===== config.mk =====
export PLATFORM = sky130hd
export DESIGN_NAME = alu_control_seq_flat
export DESIGN_NICKNAME = d
export VERILOG_FILES = /design/src/rtl/alu_control_seq_if.sv /design/src/rtl/alu_control_seq.sv /design/src/flat_wrapper.sv
export SDC_FILE = /design/constraint.sdc
export NUM_CORES = 1
export LEC_CHECK = 0
export CAP_MARGIN = 20
export CORE_AREA = 2 2 39 41
export DETAILED_ROUTE_END_ITERATION = 16
export DIE_AREA = 0 0 41 43
export PLACE_DENSITY = 0.77
export SLEW_MARGIN = 20
export SYNTH_ARGS = -nofsm -noshare
export SYNTH_HDL_FRONTEND = slang
export SYNTH_SLANG_ARGS = --single-unit

===== constraint.sdc =====
create_clock -name clock -period 0.8 [get_ports clock]
set_clock_uncertainty 0.15 [all_clocks]
set_input_delay 0.16 -clock clock [delete_from_list [all_inputs] [get_ports clock]]
set_output_delay 0.16 -clock clock [all_outputs]
set_load 0.02 [all_outputs]

===== src/rtl/alu_control_seq_if.sv =====
// Handshake bundle between the main control unit (master) and alu_control_seq (slave).
// The source drives the request; the decoder returns the operation code and busy/ready status.
interface alu_control_seq_if #(
    parameter int CTRL_W = 4
);

    logic              valid_in;
    logic [1:0]        alu_op;
    logic [5:0]        funct;
    logic              ready;
    logic [CTRL_W-1:0] saida;
    logic              valid_out;
    logic              erro;
    logic              busy;
    logic              hilo_we;

    modport master (
        output valid_in,
        output alu_op,
        output funct,
        input  ready,
        input  saida,
        input  valid_out,
        input  erro,
        input  busy,
        input  hilo_we
    );

    modport slave (
        input  valid_in,
        input  alu_op,
        input  funct,
        output ready,
        output saida,
        output valid_out,
        output erro,
        output busy,
        output hilo_we
    );

endinterface


===== src/rtl/alu_control_seq.sv =====
// Registered ALU control decoder with a busy/ready sequencer for multi-cycle MULT/DIV.
// Define ALU_CTRL_MULDIV_EN to build the mult/div decode and the MULDIV sequencer.
module alu_control_seq #(
    parameter int CTRL_W      = 4,
    parameter int MULT_CYCLES = 4,
    parameter int DIV_CYCLES  = 32
) (
    input logic              clock,
    input logic              reset,
    alu_control_seq_if.slave bus
);

    localparam logic [3:0] OP_AND   = 4'b0000;
    localparam logic [3:0] OP_OR    = 4'b0001;
    localparam logic [3:0] OP_ADD   = 4'b0010;
    localparam logic [3:0] OP_SUB   = 4'b0110;
    localparam logic [3:0] OP_SLT   = 4'b0111;
    localparam logic [3:0] OP_NOR   = 4'b1100;
`ifdef ALU_CTRL_MULDIV_EN
    localparam logic [3:0] OP_MULT  = 4'b1000;
    localparam logic [3:0] OP_MULTU = 4'b1001;
    localparam logic [3:0] OP_DIV   = 4'b1010;
    localparam logic [3:0] OP_DIVU  = 4'b1011;
`endif

    logic [3:0]        opCode;
    logic              unsupported;
    logic              accept;
    logic [CTRL_W-1:0] saida_q, saida_d;
    logic              validOut_q;
    logic              erro_q;
`ifdef ALU_CTRL_MULDIV_EN
    logic              isMult;
    logic              isDiv;
`endif

    // Presence of this block in the hierarchy marks an illegal parameter set.
    if (CTRL_W < 4 || MULT_CYCLES < 1 || DIV_CYCLES < 1) begin : g_illegalParams
    end

    always_comb begin
        opCode      = OP_ADD;
        unsupported = 1'b0;
`ifdef ALU_CTRL_MULDIV_EN
        isMult      = 1'b0;
        isDiv       = 1'b0;
`endif
        case (bus.alu_op)
            2'b00: opCode = OP_ADD;
            2'b01: opCode = OP_SUB;
            2'b10: begin
                case (bus.funct)
                    6'b100000, 6'b100001: opCode = OP_ADD;
                    6'b100010, 6'b100011: opCode = OP_SUB;
                    6'b100100:            opCode = OP_AND;
                    6'b100101:            opCode = OP_OR;
                    6'b100111:            opCode = OP_NOR;
                    6'b101010:            opCode = OP_SLT;
`ifdef ALU_CTRL_MULDIV_EN
                    6'b011000: begin opCode = OP_MULT;  isMult = 1'b1; end
                    6'b011001: begin opCode = OP_MULTU; isMult = 1'b1; end
                    6'b011010: begin opCode = OP_DIV;   isDiv  = 1'b1; end
                    6'b011011: begin opCode = OP_DIVU;  isDiv  = 1'b1; end
`endif
                    default: begin
                        opCode      = OP_ADD;
                        unsupported = 1'b1;
                    end
                endcase
            end
            default: begin
                opCode      = OP_ADD;
                unsupported = 1'b1;
            end
        endcase
    end

    assign accept  = bus.valid_in && bus.ready;
    assign saida_d = accept ? CTRL_W'(opCode) : saida_q;

    // Result registers: saida holds between acceptances, valid/erro are single-cycle pulses.
    always_ff @(posedge clock or posedge reset) begin
        if (reset) begin
            saida_q    <= '0;
            validOut_q <= 1'b0;
            erro_q     <= 1'b0;
        end else begin
            saida_q    <= saida_d;
            validOut_q <= accept;
            erro_q     <= accept && unsupported;
        end
    end

    assign bus.saida     = saida_q;
    assign bus.valid_out = validOut_q;
    assign bus.erro      = erro_q;

`ifdef ALU_CTRL_MULDIV_EN
    typedef enum logic {
        IDLE   = 1'b0,
        MULDIV = 1'b1
    } state_e;

    localparam int MAX_CYCLES = (MULT_CYCLES > DIV_CYCLES) ? MULT_CYCLES : DIV_CYCLES;
    localparam int CNT_W      = $clog2(MAX_CYCLES) + 1;

    state_e           state_q, state_d;
    logic [CNT_W-1:0] count_q, count_d;

    always_ff @(posedge clock or posedge reset) begin
        if (reset) begin
            state_q <= IDLE;
            count_q <= '0;
        end else begin
            state_q <= state_d;
            count_q <= count_d;
        end
    end

    // The counter holds the busy cycles still to come after the current one.
    always_comb begin
        state_d = state_q;
        count_d = count_q;
        case (state_q)
            IDLE: begin
                if (accept && isMult) begin
                    state_d = MULDIV;
                    count_d = CNT_W'(MULT_CYCLES - 1);
                end else if (accept && isDiv) begin
                    state_d = MULDIV;
                    count_d = CNT_W'(DIV_CYCLES - 1);
                end
            end
            MULDIV: begin
                if (count_q == '0) begin
                    state_d = IDLE;
                end else begin
                    count_d = count_q - 1'b1;
                end
            end
            default: begin
                state_d = IDLE;
                count_d = '0;
            end
        endcase
    end

    assign bus.ready   = (state_q == IDLE);
    assign bus.busy    = (state_q == MULDIV);
    assign bus.hilo_we = (state_q == MULDIV) && (count_q == '0);
`else
    assign bus.ready   = 1'b1;
    assign bus.busy    = 1'b0;
    assign bus.hilo_we = 1'b0;
`endif

endmodule


===== src/flat_wrapper.sv =====
// flat-port wrapper written by rule: the top's interface ports become plain ports
module alu_control_seq_flat 
#(
    parameter int CTRL_W      = 4,
    parameter int MULT_CYCLES = 4,
    parameter int DIV_CYCLES  = 32
)
  (clock, reset, bus_valid_in, bus_alu_op, bus_funct, bus_ready, bus_saida, bus_valid_out, bus_erro, bus_busy, bus_hilo_we);
  alu_control_seq_if #(.CTRL_W(CTRL_W)) bus_i ();
  input logic clock;
  input logic reset;
  input wire logic [$bits(bus_i.valid_in)-1:0] bus_valid_in;
  input wire logic [$bits(bus_i.alu_op)-1:0] bus_alu_op;
  input wire logic [$bits(bus_i.funct)-1:0] bus_funct;
  output wire logic [$bits(bus_i.ready)-1:0] bus_ready;
  output wire logic [$bits(bus_i.saida)-1:0] bus_saida;
  output wire logic [$bits(bus_i.valid_out)-1:0] bus_valid_out;
  output wire logic [$bits(bus_i.erro)-1:0] bus_erro;
  output wire logic [$bits(bus_i.busy)-1:0] bus_busy;
  output wire logic [$bits(bus_i.hilo_we)-1:0] bus_hilo_we;
  assign bus_i.valid_in = bus_valid_in;
  assign bus_i.alu_op = bus_alu_op;
  assign bus_i.funct = bus_funct;
  assign bus_ready = bus_i.ready;
  assign bus_saida = bus_i.saida;
  assign bus_valid_out = bus_i.valid_out;
  assign bus_erro = bus_i.erro;
  assign bus_busy = bus_i.busy;
  assign bus_hilo_we = bus_i.hilo_we;
  alu_control_seq #(.CTRL_W(CTRL_W), .MULT_CYCLES(MULT_CYCLES), .DIV_CYCLES(DIV_CYCLES)) u_core (.clock(clock), .reset(reset), .bus(bus_i));
endmodule

==> results of run 1 <==
[power breakdown]
group          switching [mW]  internal (mW)  leakage [nW]
combinational           0.139          0.153         0.247
sequential             0.0105          0.322        0.0759
clock                   0.103          0.169        0.0138
[cell type report]
| cell class | instances | area (um^2) |
|---|---|---|
| fillers | 139 | 628 |
| multi-input cells | 26 | 279 |
| repair buffers | 25 | 243 |
| flip-flops and latches | 6 | 150 |
| inverters | 7 | 41.3 |
| clock buffers | 3 | 22.5 |
| well taps | 16 | 20.0 |
[cell families (layout without fill, tap and decap cells)]
kind of cell    after synthesis  in the layout
mux                           2              2
buf+inv                      11             35
flops                         6              6
compound gates                8              8
fa+ha+maj                     3              3
other cells                   2              3
simple gates                 10             10
[timing repair]
item	in CTS	in global routing
gates cloned	1	0
hold endpoints to repair	6	0
pin swaps	10	5
endpoints found under the setup margin	11	11
setup buffers	4	1
gates resized for setup	77	13
[flip-flops by register name, indices dropped and copies added, names as in the netlist]
| signal | flops |
|---|---|
| u_core.bus.saida | 4 |
| u_core.bus.erro | 1 |
| u_core.bus.valid_out | 1 |
[layout by cell type, fill, tap and decap left out, drive strengths merged, types with 2 or more instances in the layout]
cell type,instances
buf,20
inv,7
dfrtp,6
clkbuf,4
ha,3
conb,3
nor2,2
o22ai,2
nor2b,2
o21ai,2
clkdlybuf4s15,2
[per-layer routing]
metal	track usage, %	part of all wire, %	vias to the layer above
li1	-	-	187
met1	14.3	35	172
met2	22.2	55	16
met4	16.0	4.9	0
met3	0	4.8	4
met5	0	0	-
[metrics by stage]
step / setup slack (ns) / instances / total power [mW]
3_5_place_dp: -0.862 / 75 / 0.571
6_report: -0.279 / 83 / 0.896
2_1_floorplan: -0.181 / 43 / 0.457
3_3_place_gp: -0.826 / 75 / 0.565
4_1_cts: -0.278 / 83 / 0.887
5_1_grt: -0.292 / 83 / 0.931
[worst reg2reg max path, delay by kind of cell (launching register included)]
kind                   cells  cell delay (ns)
DFF                        1             0.39
buffers and inverters      2             0.16
AOI/OAI and AO/OA          1             0.07
[worst max-delay path by stage]
stage	startpoint	to	slack (ns)	cells after the start
2_1_floorplan	bus_alu_op[0]	u_core.bus.saida[2]	-0.18	5
3_3_place_gp	bus_alu_op[0]	u_core.bus.saida[2]	-0.83	7
3_5_place_dp	bus_alu_op[0]	u_core.bus.saida[2]	-0.86	7
4_1_cts	u_core.bus.saida[1]	bus_saida[1]	-0.28	1
5_1_grt	u_core.bus.saida[1]	bus_saida[1]	-0.29	1
6_report	u_core.bus.saida[1]	bus_saida[1]	-0.28	1
==> impl_metrics.csv, run 1 <==
group,metric,value,unit
yosys,synth_simple_gate_area_share,19.0,%
job,drv_cap,0,
worst_hold_path,min_path_type,"primary input to async pin",
yosys,post-synth-top-count-cell,"inv_1",
clock_tree,root_buffer,"clkbuf_4",
yosys,postSynth.asyncResetShare,100,%
detailed_routing,wl_per_cell,11.3,um
floorplan,dieArea,1760,um^2
setup_path,r2r.worst_path.cells,3,
timing,rsz0062_at_grt,"yes",
yosys,synthTopCellsByCount,"inv_1 (7), dfrtp_1 (6), buf_4 (3), ha_1 (3)",
yosys,synthMuxAreaShare,5.21,%
yosys,synth_compound_area_share,14.7,%
global_routing,grt_pass1_vias,376,
power,leakage,0.336,nW
setup_path,critPathMaxFanout,2,
setup_path,critical-path-max-stage-delay,0.39,ns
setup_path,cp.arrival,0.77,ns
setup_path,ff2ff_setup_slack,-0.09,ns
detailed_routing,drc,0,
setup_path,r2r-start,"u_core.bus.saida[0]",
timing,hold_viol,6,
floorplan,initial_core_util,29.5,%
floorplan,die_h,43,um
timing,fin_crit,1.08,ns
yosys,synth_area_leaders,"dfrtp_1 (37%), ha_1 (9.2%), inv_1 (6.4%), buf_4 (5.5%), o221ai_2 (3.7%)",
detailed_routing,ant_nets,0,
setup_path,critPathLaunchType,"flip-flop",
run_status,status,"complete, but fails checks",
yosys,ys_types,24,
yosys,synth.ff_latch_count,6,
timing,finalWorstSetupSlack,-0.279,ns
setup_path,setup.worst_path.end_class,"primary output",
detailed_routing,first_pass_iters,4,
power,peakVddDrop,0.482,mV
setup_path,crit_family,"flip-flops",
yosys,synth_top_area_share,36.8,%
place,port_buffers,16,
setup_path,regToRegEndpoint,"u_core.bus.saida[0]",
setup_path,path_cells,"buf_6",
detailed_routing,num_vias,379,
global_routing,grt_use_total,14.0,%
clock_tree,clkSinkCount,6,
clock_tree,clk-insertion-delay-late,0.24,ns
yosys,synth-edff-count,0,
setup_path,slowest_stage,"dfrtp_1",
power,p_per_area,1190,nW/um^2
setup_path,path_class,"flip-flop to primary output",
floorplan,die_x,41,um
finish,syn_to_final_growth,85.3,%
place,place_hpwl,632,um
yosys,synth_warnings,0,
timing,final.setup.tns,-1.93,ns
run_status,violations,"negative hold slack, negative setup slack",
yosys,seq_area_frac_synth,36.8,%
global_routing,grt.overflow.total,0,
floorplan,num_rows,14,
timing,hold_slack,-0.0262,ns
clock_tree,clk_pin_slew_worst_paths,0.04,ns
yosys,synthFlopType,"dfrtp_1",
detailed_routing,drt_iter0_drc,2,
detailed_routing,wl,942,um
place,placed_cell_area,619,um^2
timing,max_freq,927,MHz
finish,post-route-cell-area,756,um^2
setup_path,required,0.49,ns
place,gp_congestion,0.795,
finish,fin_util,54.6,%
floorplan,pin_count,20,
setup_path,crit_buf_inv,1,
global_routing,grt_max_degree,7,
yosys,synth_cells,42,
global_routing,grt_antenna_before_repair,0,
finish,n_antenna_cell,0,
finish,nNetsFinal,83,
clock_tree,numCtsBuffers,3,
finish,final_layout_size_suffix_gt1_share,61.2,%
yosys,synth_top_cell_by_area,"dfrtp_1",
yosys,synthAdderAreaFrac,9.20,%
yosys,synth_top_family_by_area,"simple AND/OR/NAND/NOR gates",
global_routing,grt_pass1_wl,1.57,mm
clock_tree,h-tree-depth,1,
timing,finalSetupViolations,11,
yosys,synth-xor-area-share,0,%
yosys,syn_area,408,um^2
timing,period_share,135,%
floorplan,core_area,1380,um^2
detailed_routing,via_per_inst,4.57,
timing,maxSlewViolCount,0,
yosys,avgSynthCellArea,9.71,um^2
clock_tree,cts_tree,"yes",
clock_tree,clockBufferDepth,2,
(Power assumes the default switching activity.)
==> run 2: changes to the inputs <==
--- a/config.mk
+++ b/config.mk
@@ -9,6 +9,7 @@
 export CORE_AREA = 2 2 39 41
 export DETAILED_ROUTE_END_ITERATION = 16
 export DIE_AREA = 0 0 41 43
+export GPL_TIMING_DRIVEN = 0
 export PLACE_DENSITY = 0.77
 export SLEW_MARGIN = 20
 export SYNTH_ARGS = -nofsm -noshare
==> run 2 against run 1 <==
Against the previous run:
- the run still ends with negative hold slack, negative setup slack left
- non-clock buffer count is 1 lower
- final cell count fell by 1.2%
- total power down 2.2%
- die area unchanged
- sequential cell count is the same
- critical path depth is the same
- sequential power about the same
- sequential share of layout area is 0.75 points higher
- clock power is essentially flat
- worst hold slack better by 0.0025 ns
==> impl_metrics.csv, run 2 (synthesized netlist as in run 1, its figures left out) <==
group,metric,value,unit
run_status,status,"complete, but fails checks",
run_status,violations,"negative hold slack, negative setup slack",
detailed_routing,drt_iter0_drc,4,
finish,nNetsFinal,82,
setup_path,cp.arrival,0.77,ns
power,p_per_area,1200,nW/um^2
detailed_routing,wl,852,um
finish,final_common_cell,"buf_6",
clock_tree,clkSinkCount,6,
setup_path,critPathMaxFanout,2,
clock_tree,numCtsBuffers,3,
floorplan,die_x,41,um
clock_tree,clk_pin_slew_worst_paths,0.04,ns
setup_path,crit_buf_inv,1,
global_routing,grt_pass1_vias,374,
place,placed_cell_area,617,um^2
place,gp_congestion,0.826,
finish,n_antenna_cell,0,
timing,maxSlewViolCount,0,
floorplan,die_h,43,um
power,p_sw,243,uW
clock_tree,root_buffer,"clkbuf_4",
clock_tree,clk-insertion-delay-late,0.24,ns
power,peakVddDrop,0.444,mV
global_routing,grt_use_total,11.9,%
global_routing,grt_pass1_wl,1.35,mm
floorplan,core_area,1380,um^2
setup_path,path_class,"flip-flop to primary output",
detailed_routing,wl_per_cell,10.4,um
timing,final.setup.tns,-1.89,ns
power,swShare,27.7,%
detailed_routing,via_per_inst,4.50,
setup_path,critical-path-max-stage-delay,0.39,ns
setup_path,crit_family,"flip-flops",
clock_tree,clockBufferDepth,2,
power,p_clk_share,31.1,%
finish,largest_reg_flops,4,
timing,hold_slack,-0.0237,ns
finish,final_cells,82,
timing,finalWorstSetupSlack,-0.281,ns
power,pwr-share-seq,37.9,%
floorplan,pin_count,20,
place,dp.cells,75,
setup_path,critPathLaunchType,"flip-flop",
detailed_routing,num_vias,369,
detailed_routing,first_pass_iters,2,
detailed_routing,ant_nets,0,
power,internal_power,633,uW
power,combPwrFrac,31.0,%
place,port_buffers,16,
setup_path,required,0.49,ns
setup_path,setup.worst_path.end_class,"primary output",
timing,hold_viol,6,
setup_path,slowest_stage,"dfrtp_1",
timing,rsz0062_at_grt,"yes",
global_routing,grt_antenna_before_repair,0,
detailed_routing,drc,0,
place,place_hpwl,584,um
finish,post-route-cell-area,728,um^2
clock_tree,h-tree-depth,1,
place,preCtsSetupSlack,-0.909,ns
setup_path,path_cells,"buf_6",
timing,finalSetupViolations,11,
floorplan,num_rows,14,
finish,fin_util,52.6,%
global_routing,grt_max_degree,7,
clock_tree,cts_tree,"yes",
floorplan,initial_core_util,29.5,%
finish,final_cell_mix,"buf_6 (10), dfrtp_1 (6), buf_2 (5), inv_1 (4), buf_4 (4)",
finish,syn_to_final_growth,78.5,%
power,leakage,0.327,nW
job,drv_cap,0,
global_routing,grt.overflow.total,0,
timing,fin_crit,1.08,ns
timing,period_share,135,%
worst_hold_path,min_path_type,"primary input to async pin",
finish,final_layout_size_suffix_gt1_share,57.6,%
floorplan,dieArea,1760,um^2
timing,max_freq,925,MHz
power,finalPower,876,uW
run 2: cell types whose count changed in the layout (fill, tap and decap cells not counted), sizes merged:
cell and change:
dlygate4sd2 +1, clkbuf -1, clkdlybuf4s15 -1
run 2: layout make-up:
cell class                      instances  area, um^2
Sequential cell                         6         150
Inverter                                7        38.8
Fill cell                             131         656
Multi-Input combinational cell         26         270
Clock buffer                            3        22.5
Tap cell                               16        20.0
Buffer                                  4        33.8
Timing Repair Buffer                   20         193
run 2: worst paths after layout:
| check | startpoint | endpoint | slack [ns] | cells past startpoint |
|---|---|---|---|---|
| worst max register to register | u_core.bus.saida[0] | u_core.bus.saida[0] | -0.08 | 3 |
| worst min register to register | u_core.bus.saida[3] | u_core.bus.saida[3] | 0.41 | 2 |
| worst max-delay path | u_core.bus.saida[0] | bus_saida[0] | -0.28 | 1 |
| max in group asynchronous | reset | u_core.bus.saida[1] | 0.34 | 2 |
| min in group clock | bus_valid_in | u_core.bus.valid_out | 0.07 | 1 |
| worst min-delay path | reset | u_core.bus.saida[3] | -0.02 | 2 |
run 2: repair_timing:
action,in CTS,in global routing
gates cloned,1,0
endpoints found under the setup margin,11,11
pin swaps,8,4
endpoints found under the hold margin,6,0
gates resized for setup,83,2
buffers inserted,1,2
run 2: power groups by stage:
| stage | logic [mW] | registers (mW) | clock network [mW] |
|---|---|---|---|
| 6_report | 0.272 | 0.332 | 0.272 |
| 5_1_grt | 0.295 | 0.334 | 0.286 |
| 4_1_cts | 0.261 | 0.332 | 0.276 |
| 3_3_place_gp | 0.233 | 0.332 | 0 |
| 2_1_floorplan | 0.103 | 0.354 | 0 |
| 3_5_place_dp | 0.235 | 0.333 | 0 |
run 2: layer usage:
metal	global-route usage, %	wire length, um	up-vias
li1	-	-	186
met1	11.6	317	163
met2	18.4	444	16
met3	0	44	4
met4	15.3	45	0
met5	0	0	-
